===== config.mk =====
export PLATFORM = sky130hd
export DESIGN_NAME = param_sync_fifo
export DESIGN_NICKNAME = d
export VERILOG_FILES = /design/src/rtl/fifo_pkg.sv /design/src/rtl/fifo_mem.sv /design/src/rtl/param_sync_fifo.sv
export SDC_FILE = /design/constraint.sdc
export NUM_CORES = 1
export LEC_CHECK = 0
export CAP_MARGIN = 20
export CORE_MARGIN = 2
export CORE_UTILIZATION = 31
export DETAILED_ROUTE_END_ITERATION = 16
export GPL_TIMING_DRIVEN = 0
export PLACE_DENSITY_LB_ADDON = 0.25
export SYNTH_ARGS = -nofsm -noshare
export SYNTH_HDL_FRONTEND = slang
export SYNTH_SLANG_ARGS = --single-unit

===== constraint.sdc =====
create_clock -name clk -period 3.8 [get_ports clk]
set_input_delay 0.57 -clock clk [delete_from_list [all_inputs] [get_ports clk]]
set_output_delay 0.57 -clock clk [all_outputs]
set_load 0.02 [all_outputs]

===== src/rtl/fifo_pkg.sv =====
// Shared constants and helpers for the parametrised synchronous FIFO family.
package fifo_pkg;

    localparam int FIFO_MODE_STD  = 0;
    localparam int FIFO_MODE_FWFT = 1;

    localparam int FIFO_DEFAULT_DATA_WIDTH = 8;
    localparam int FIFO_DEFAULT_ADDR_WIDTH = 4;

    // Depth in words for a given address width; yields 0 when the width
    // does not round-trip through clog2, which makes a bad width obvious.
    function automatic int fifo_depth(input int addr_width);
        int depth;
        depth = 1 << addr_width;
        if ($clog2(depth) != addr_width) begin
            return 0;
        end
        return depth;
    endfunction

endpackage


===== src/rtl/fifo_mem.sv =====
// Dual-port register file: synchronous write, asynchronous read, no reset.
module fifo_mem #(
    parameter int DATA_WIDTH = 8,
    parameter int ADDR_WIDTH = 4
) (
    input  logic                  clk,
    input  logic                  wr_en,
    input  logic [ADDR_WIDTH-1:0] wr_addr,
    input  logic [DATA_WIDTH-1:0] wr_data,
    input  logic [ADDR_WIDTH-1:0] rd_addr,
    output logic [DATA_WIDTH-1:0] rd_data
);

    logic [DATA_WIDTH-1:0] mem [2**ADDR_WIDTH];

    // Store the incoming word on an accepted write.
    always_ff @(posedge clk) begin
        if (wr_en) begin
            mem[wr_addr] <= wr_data;
        end
    end

    assign rd_data = mem[rd_addr];

endmodule


===== src/rtl/param_sync_fifo.sv =====
// Single-clock FIFO with occupancy count, threshold flags, sticky error
// flags and a choice of registered or first-word-fall-through read.
module param_sync_fifo
    import fifo_pkg::*;
#(
    parameter int DATA_WIDTH = FIFO_DEFAULT_DATA_WIDTH,
    parameter int ADDR_WIDTH = FIFO_DEFAULT_ADDR_WIDTH,
    parameter int AF_LEVEL   = 14,
    parameter int AE_LEVEL   = 2,
    parameter int FWFT       = FIFO_MODE_STD
) (
    input  logic                  clk,
    input  logic                  rst_n,
    input  logic                  wr_en,
    input  logic [DATA_WIDTH-1:0] wr_data,
    input  logic                  rd_en,
    output logic [DATA_WIDTH-1:0] rd_data,
    output logic                  rd_valid,
    output logic                  full,
    output logic                  empty,
    output logic                  almost_full,
    output logic                  almost_empty,
    output logic [ADDR_WIDTH:0]   count,
    output logic                  overflow,
    output logic                  underflow,
    input  logic                  clr_err
);

    localparam int DEPTH = fifo_depth(ADDR_WIDTH);

    localparam logic [ADDR_WIDTH:0] DEPTH_CNT = (ADDR_WIDTH+1)'(DEPTH);
    localparam logic [ADDR_WIDTH:0] AF_CNT    = (ADDR_WIDTH+1)'(AF_LEVEL);
    localparam logic [ADDR_WIDTH:0] AE_CNT    = (ADDR_WIDTH+1)'(AE_LEVEL);
    localparam logic [ADDR_WIDTH:0] ONE       = (ADDR_WIDTH+1)'(1);

    logic [ADDR_WIDTH:0]   wr_ptr;
    logic [ADDR_WIDTH:0]   rd_ptr;
    logic [ADDR_WIDTH:0]   count_q;
    logic                  wr_acc;
    logic                  rd_acc;
    logic [DATA_WIDTH-1:0] mem_rdata;

    // Flags come only from the registered count; pointer equality is never
    // used, so full and empty are unambiguous across wrap.
    assign full         = (count_q == DEPTH_CNT);
    assign empty        = (count_q == '0);
    assign almost_full  = (count_q >= AF_CNT);
    assign almost_empty = (count_q <= AE_CNT);
    assign count        = count_q;

    assign wr_acc = wr_en & ~full;
    assign rd_acc = rd_en & ~empty;

    fifo_mem #(
        .DATA_WIDTH (DATA_WIDTH),
        .ADDR_WIDTH (ADDR_WIDTH)
    ) u_mem (
        .clk     (clk),
        .wr_en   (wr_acc),
        .wr_addr (wr_ptr[ADDR_WIDTH-1:0]),
        .wr_data (wr_data),
        .rd_addr (rd_ptr[ADDR_WIDTH-1:0]),
        .rd_data (mem_rdata)
    );

    // Advance pointers on their accepts and track occupancy.
    always_ff @(posedge clk) begin
        if (rst_n) begin
            wr_ptr  <= '0;
            rd_ptr  <= '0;
            count_q <= '0;
        end else begin
            if (wr_acc) wr_ptr <= wr_ptr + ONE;
            if (rd_acc) rd_ptr <= rd_ptr + ONE;
            case ({wr_acc, rd_acc})
                2'b10:   count_q <= count_q + ONE;
                2'b01:   count_q <= count_q - ONE;
                default: count_q <= count_q;
            endcase
        end
    end

    // Sticky error flags; a new error wins over a same-cycle clear.
    always_ff @(posedge clk) begin
        if (rst_n) begin
            overflow  <= 1'b0;
            underflow <= 1'b0;
        end else begin
            if (wr_en & full)       overflow <= 1'b1;
            else if (clr_err)       overflow <= 1'b0;
            if (rd_en & empty)      underflow <= 1'b1;
            else if (clr_err)       underflow <= 1'b0;
        end
    end

    generate
        if (FWFT == FIFO_MODE_STD) begin : g_std
            logic [DATA_WIDTH-1:0] rd_data_p0;
            logic                  vld_p0;

            // Registered read: capture the head word and flag it valid for
            // one cycle; the data holds until the next accepted read.
            always_ff @(posedge clk) begin
                if (rst_n) begin
                    rd_data_p0 <= '0;
                    vld_p0     <= 1'b0;
                end else begin
                    vld_p0 <= rd_acc;
                    if (rd_acc) rd_data_p0 <= mem_rdata;
                end
            end

            assign rd_data  = rd_data_p0;
            assign rd_valid = vld_p0;
        end else begin : g_fwft
            // Head word is presented directly; rd_en pops what is shown.
            assign rd_data  = mem_rdata;
            assign rd_valid = ~empty;
        end
    endgenerate

endmodule

After elaboration in Yosys (flattened, before gate mapping). Memories as Yosys holds them, arrays and structs flattened. A register that Yosys moved wholly into a read port is not among the register bits. Index checks and enable logic that the tools add are counted.

Register bits: 18. Bits in latches: 0. Bits in writable memories: 128. Bits in read-only memories: 0. Bits of input ports: 13. Output and inout port bits: 20. Word-level logic and storage cells: 32. Memories: 1.

Add/subtract/negate cells: 4. Multiply operators: 0. Divide/modulo/power cells: 0. Order comparisons: 2. Equality and inequality tests: 3. Shift operators: 0. Muxes and demuxes: 6. Bitwise logic cells: 6. Reductions and logical operators: 4.

Memory list: u_mem.mem (words 16, width 8, read ports 1, clocked after memory_dff 1, write ports 1, line fifo_mem.sv:14) `logic [DATA_WIDTH-1:0] mem [2**ADDR_WIDTH];`.

Operator list (count): $add A5 B1 Y5 const B (3); $pmux W5 S2 (1); $reduce_bool A2 Y1 (3); $eq A5 B5 Y1 const B (1); $ge A5 B4 Y1 const B (1); $le A5 B2 Y1 const B (1); $logic_not A5 Y1 (1); $mux W1 (5); $sub A5 B1 Y5 const B (1); $and A1 B1 Y1 (4); $eq A2 B1 Y1 const B (1); $eq A2 B2 Y1 const B (1); $not A1 Y1 (2).

Logic depth before layout (Yosys ltp).
Depth after elaboration: 5. Gate-level depth with buffers: 13. Gate-level depth less buffers: 10.

Cells and area by module. A second synthesis with hierarchy kept.

Cell total of the unflattened synthesis: 351. Area total of the unflattened synthesis: 6199.7 um^2.

By module, submodules not included: fifo_mem (times used 1, cells an instance 221, area each 4987.3 um^2, seq. area each 3843.7 um^2); param_sync_fifo (times used 1, cells an instance 130, area each 1212.4 um^2, seq. area each 480.5 um^2).

Worst setup path before layout. OpenSTA, ideal clock, no wires.

Path kind: reg2reg. From: reg count_q[1], in the netlist count[1]. To: reg count_q[4], in the netlist count[4]. Setup time: 0.121 ns. Data arrival time: 2.795 ns. Required time: 3.679 ns. Setup slack: 0.885 ns. Cell stages (with the launch flop): 14. Path buffers: 4. Clock period less this slack: 2.915 ns. Cells stage by stage: dfxtp_1 -> buf_4 -> or3_1 -> buf_6 -> o21a_1 -> buf_6 -> ha_1 -> buf_2 -> xor2_1 -> ha_1 -> a21oi_1 -> a22oi_1 -> a31oi_1 -> mux2_2.

Longest elaborated chain between the ends: 5. Elaborated cells on any way between the ends: 12. Those cells by class: 2 x add/sub; 3 x eq/ne; 1 x mux; 4 x bitwise; 2 x reduce/logical.

Ends and longest elaborated chain: start: declaration (line param_sync_fifo.sv:38) `logic [ADDR_WIDTH:0] count_q;`; start signal: assignment (line param_sync_fifo.sv:76) `2'b10: count_q <= count_q + ONE;`; start signal: assignment (line param_sync_fifo.sv:77) `2'b01: count_q <= count_q - ONE;`; start signal: assignment (line param_sync_fifo.sv:78) `default: count_q <= count_q;`; $logic_not A5 Y1 (*) (line param_sync_fifo.sv:46) `assign empty = (count_q == '0);`; $not A1 Y1 (*) (line param_sync_fifo.sv:52) `assign rd_acc = rd_en & ~empty;`; $and A1 B1 Y1 (*) (line param_sync_fifo.sv:52); named net rd_acc (line param_sync_fifo.sv:40) `logic rd_acc;`; $eq A2 B1 Y1 or $eq A2 B2 Y1 (tied branches) (line param_sync_fifo.sv:75) `case ({wr_acc, rd_acc})`; $pmux W5 S2 or $reduce_bool A2 Y1 (tied branches).

Mark *: on every way through the listed nets, which the timed path passes. The rest lies on a longest branch. A chain may end at the register's enable or synchronous reset.

Final worst setup path.
From: reg count_q[3], in the netlist count[3]. To: reg count_q[4], in the netlist count[4].

Same word-level chain as after synthesis.

==> results <==
- The flow ran to the end, and the final reports show no timing, DRC or antenna violations.
- The cell area that synthesis handed to floorplanning was 6190 um2.
- The count of final max-slew check failures was 0.
- Buffers placed on the I/O ports in this run total 31.
- The source-to-sink clock delay at the later pin of the worst-skew pair is 0.42 ns.
- The synthesized design spends more area on one cell type than any other, namely edfxtp_1.
- The height of the die is 145 um.
- The via count of the first global-routing pass is 3502.
- The buffers inserted during post-CTS setup optimization is 0.
- The count of cell types in the netlist is 39.
- Setup violations remaining at the end of the flow were counted as 0.
- The worst hold path was traced through 2 stages.
- The number of hold-slack violations in the final timing report is 0.
- The floorplan step defined a die boundary enclosing 21100 um2.
- Data on the critical path arrives at its endpoint at 3.37 ns.
- The dominant register cell in the synthesized netlist is edfxtp_1.
- The initial antenna violation count was 0.
- The placeable core area is 19500 um2.
- The routability congestion estimate is 0.765.
- The worst vdd rail ir drop is 437 uV.
- Measured along the x axis, the die boundary spans 145 um.
- Compared with the post-synthesis result, the final layout area differs by 19.7%.
- By instance count, the leading cell after synthesis is edfxtp_1.
- The smallest clock period supported by the final layout is computed as approximately 3.1 ns.
- The total global routing track utilization is 0.137.
- The maximum level of the CTS H-tree is 4.
- The effective utilization at floorplan is 0.317.
- Walking the worst path, the cells encountered are or3_1 > buf_6 > o21a_1 > buf_6 > ha_1 > buf_2 > xor2_1 > ha_1 > a21oi_1 > a22oi_1 > a31oi_1 > mux2_2.
- The placed instances occupy a cell area of 6860 um2.
- The startpoint of the most critical register-to-register path is count[3].
- The maximum operating frequency is approximately 330 MHz.
- STA classifies the critical path startpoint as a flop.
- The slowest stage of the critical path is the or3_1 cell.
- The fraction of the cycle the final worst path needs is 0.806.
- The first global-routing pass estimated 20900 um of wire.
- The tree built by TritonCTS fans out to roughly 150 sinks.
- 0 antenna diodes ended up in the layout.
- The leakage power of the design is 2.31 nW.
- The total number of vias is 3474.
- The finished layout holds 735 standard cells, fillers aside.
- Synthesis handed over a netlist of 404 instances.
- For hold timing, the worst endpoint is wr_ptr[1].
- The required time at the endpoint of the critical path is 4.11 ns.
- The fraction of layout cells with a size suffix above 1 is 0.136.
- The path class of the tightest hold or removal check is reg -> reg.
- The maximum fanout count along the critical path is 11.
- The number of buffers and inverters on the critical path is 3.
- The count of boundary I/O pins is 33.
- The per-instance average area after synthesis is between 15 and 20 um2.
- The worst setup skew after layout is 0.00647 ns.
- The Yosys step of the flow raised 0 warnings.
- For this run, the register share of the synthesized area comes to 0.698.
- The routed design has about 14000 um of wire.
- The headroom to the max-slew limit is 0.436.
- After detailed routing, the number of vias per cell comes to about 4.7.
- Row generation in the floorplan step produced between 50 and 60 rows.
- The worst register-to-register path has a setup slack of approximately 0.74 ns.
- The number of remaining DRC errors is 0.
- The proportion of netlist area held by the largest area contributor is 0.621.
- The type of the worst setup path is reg -> reg.
- The biggest cell delay along the critical path is 0.42 ns.
- For the worst flop-to-flop path, the logic depth is 12.
- The number of CTS-inserted buffers is 17.
- The TritonCTS clock tree is done.
- Once detail routing completed, the nets flagged for antenna violations numbered 0.
- Detailed placement finished with a half-perimeter wire length of approximately 9400 um.
- The tool flagged a number of max-cap violations equal to 0.
- Entering global routing, the biggest net connects 17 pins.
- The startpoint of the worst hold path is wr_ptr[1].
- Dividing total power by cell area gives a power density of approximately 630 nW/um2.
- The mean routed wirelength per cell is 19.2 um.
- Setup repair after global routing left no endpoint under its margin.
- The type of destination of the critical path is a flop.
- The cell area after layout is 7410 um2.
- Counting tap cells, the placed design contains a total of 703 instances.
- Yosys mapped a number of flops with a built-in enable equal to 128.
- The tree is rooted in a clkbuf_16.
- The number of hold buffers added after CTS is 0.
- The clock-pin slew on the worst setup and hold paths is 0.06 ns.
- The number of nets in the finished design is between 400 and 500.
- Counting along the longest clock path gives a buffer depth of 2.
- The transition time at the pin with the least slew margin is around 0.85 ns.
- The register bit count reported by yosys is around 150.
- Measured on the finished design, the core utilization comes to 0.380.
- Broken down by cell family, the worst path's largest delay share belongs to compound AO/OA/AOI/OAI gates.
- The number of search-and-repair iterations in the first detailed-routing pass is 4.
- Sorting the synthesized cells by area gives the leading types as edfxtp_1 62%, mux2i_1 11%, dfxtp_1 7.8%, o22ai_1 3.2%, nor2_1 2.1%.
- The post-synth net total is 425.
- The DRC violation total after the first TritonRoute iteration is 172.
- The aggregate negative setup slack is 0 ns.
- Gates resized during post-CTS repair numbered 0.
- After synthesis, the most frequently instantiated cells are 128 x edfxtp_1, 66 x mux2i_1, 35 x nor2_1, 32 x o22ai_1, 24 x dfxtp_1.
- Global routing finished with a remaining overflow of 0.
- In this run the critical register-to-register path is captured at count[4].
- The share of flip-flops with an asynchronous set or reset after synthesis is 0.
==> cells by family after synthesis <==
family	count (synthesis)	synth area share
mux	68	0.110
xor+xnor	10	0.0141
buf+inv	28	0.0259
simple gates	78	0.0649
flops	152	0.698
compound gates	60	0.0705
fa+ha+maj	8	0.0162
==> report_power, final <==
group | internal [mW] | total [mW] | switching, mW
logic | 0.466 | 1.11 | 0.644
clock network | 0.899 | 1.57 | 0.667
registers | 1.92 | 2.00 | 0.0719
total | 3.29 | 4.67 | 1.38
==> placed cells by master, fill, tap and decap left out, drive strengths merged, types with 2 or more instances in the layout <==
master | synthesis | final
mux2i | 66 | 66
edfxtp | 128 | 128
nand2b | 3 | 3
and3 | 2 | 2
dfxtp | 24 | 24
xnor2 | 2 | 2
or3b | 3 | 3
clkdlybuf4s50 | 0 | 31
o22ai | 32 | 32
clkbuf | 6 | 23
mux2 | 2 | 2
a21oi | 7 | 7
inv | 3 | 7
nor2 | 35 | 35
nand3b | 4 | 4
o211ai | 4 | 4
clkinv | 0 | 5
ha | 8 | 8
xor2 | 8 | 8
o21a | 2 | 2
nor3 | 4 | 4
clkinvlp | 0 | 4
or3 | 3 | 3
nor2b | 5 | 5
nor4 | 8 | 8
buf | 19 | 23
nand2 | 6 | 6
a211oi | 10 | 10
==> worst min-delay path, delay by kind of cell (launching register included) <==
kind	cells	cell delay [ns]
simple gates	1	0.07
flops	1	0.35
compound gates	1	0.06
==> cell type report <==
class	count	area (um2)
Fill cell	1868	12100
Sequential cell	152	4320
Multi-Input combinational cell	224	1710
Clock buffer	17	425
Timing Repair Buffer	35	335
Tap cell	265	332
Buffer	25	149
Clock inverter	14	125
Inverter	3	11.3
==> worst max-delay path by stage <==
stage | startpoint | to | slack [ns] | cells after the start
global placement | wr_en | count[4] | 0.59 | 11
finish | count[3] | count[4] | 0.74 | 12
CTS | count[3] | count[4] | 0.76 | 12
detailed placement | wr_en | count[4] | 0.60 | 11
floorplan | count[1] | count[4] | 0.88 | 13
global route | count[3] | count[4] | 0.62 | 12
==> routing by layer <==
metal | track usage | wire length, um
met5 | 0 | 0
met4 | 0.0495 | 169
met3 | 0.0398 | 739
met2 | 0.213 | 6700
met1 | 0.182 | 6520
==> flip-flops by register name, indices dropped and copies added (netlist names) <==
register	cells
count	5
overflow	1
rd_data	8
rd_ptr	4
rd_valid	1
u_mem.mem	128
underflow	1
wr_ptr	4
==> through the flow <==
step	worst slack (ns)	hold WS, ns	power [mW]
6_report	0.738	0.520	4.67
4_1_cts	0.756	0.512	4.70
2_1_floorplan	0.885	0.477	2.71
3_5_place_dp	0.596	0.508	3.13
3_3_place_gp	0.592	0.509	3.12
5_1_grt	0.623	0.549	4.86
(Power assumes the default switching activity.)
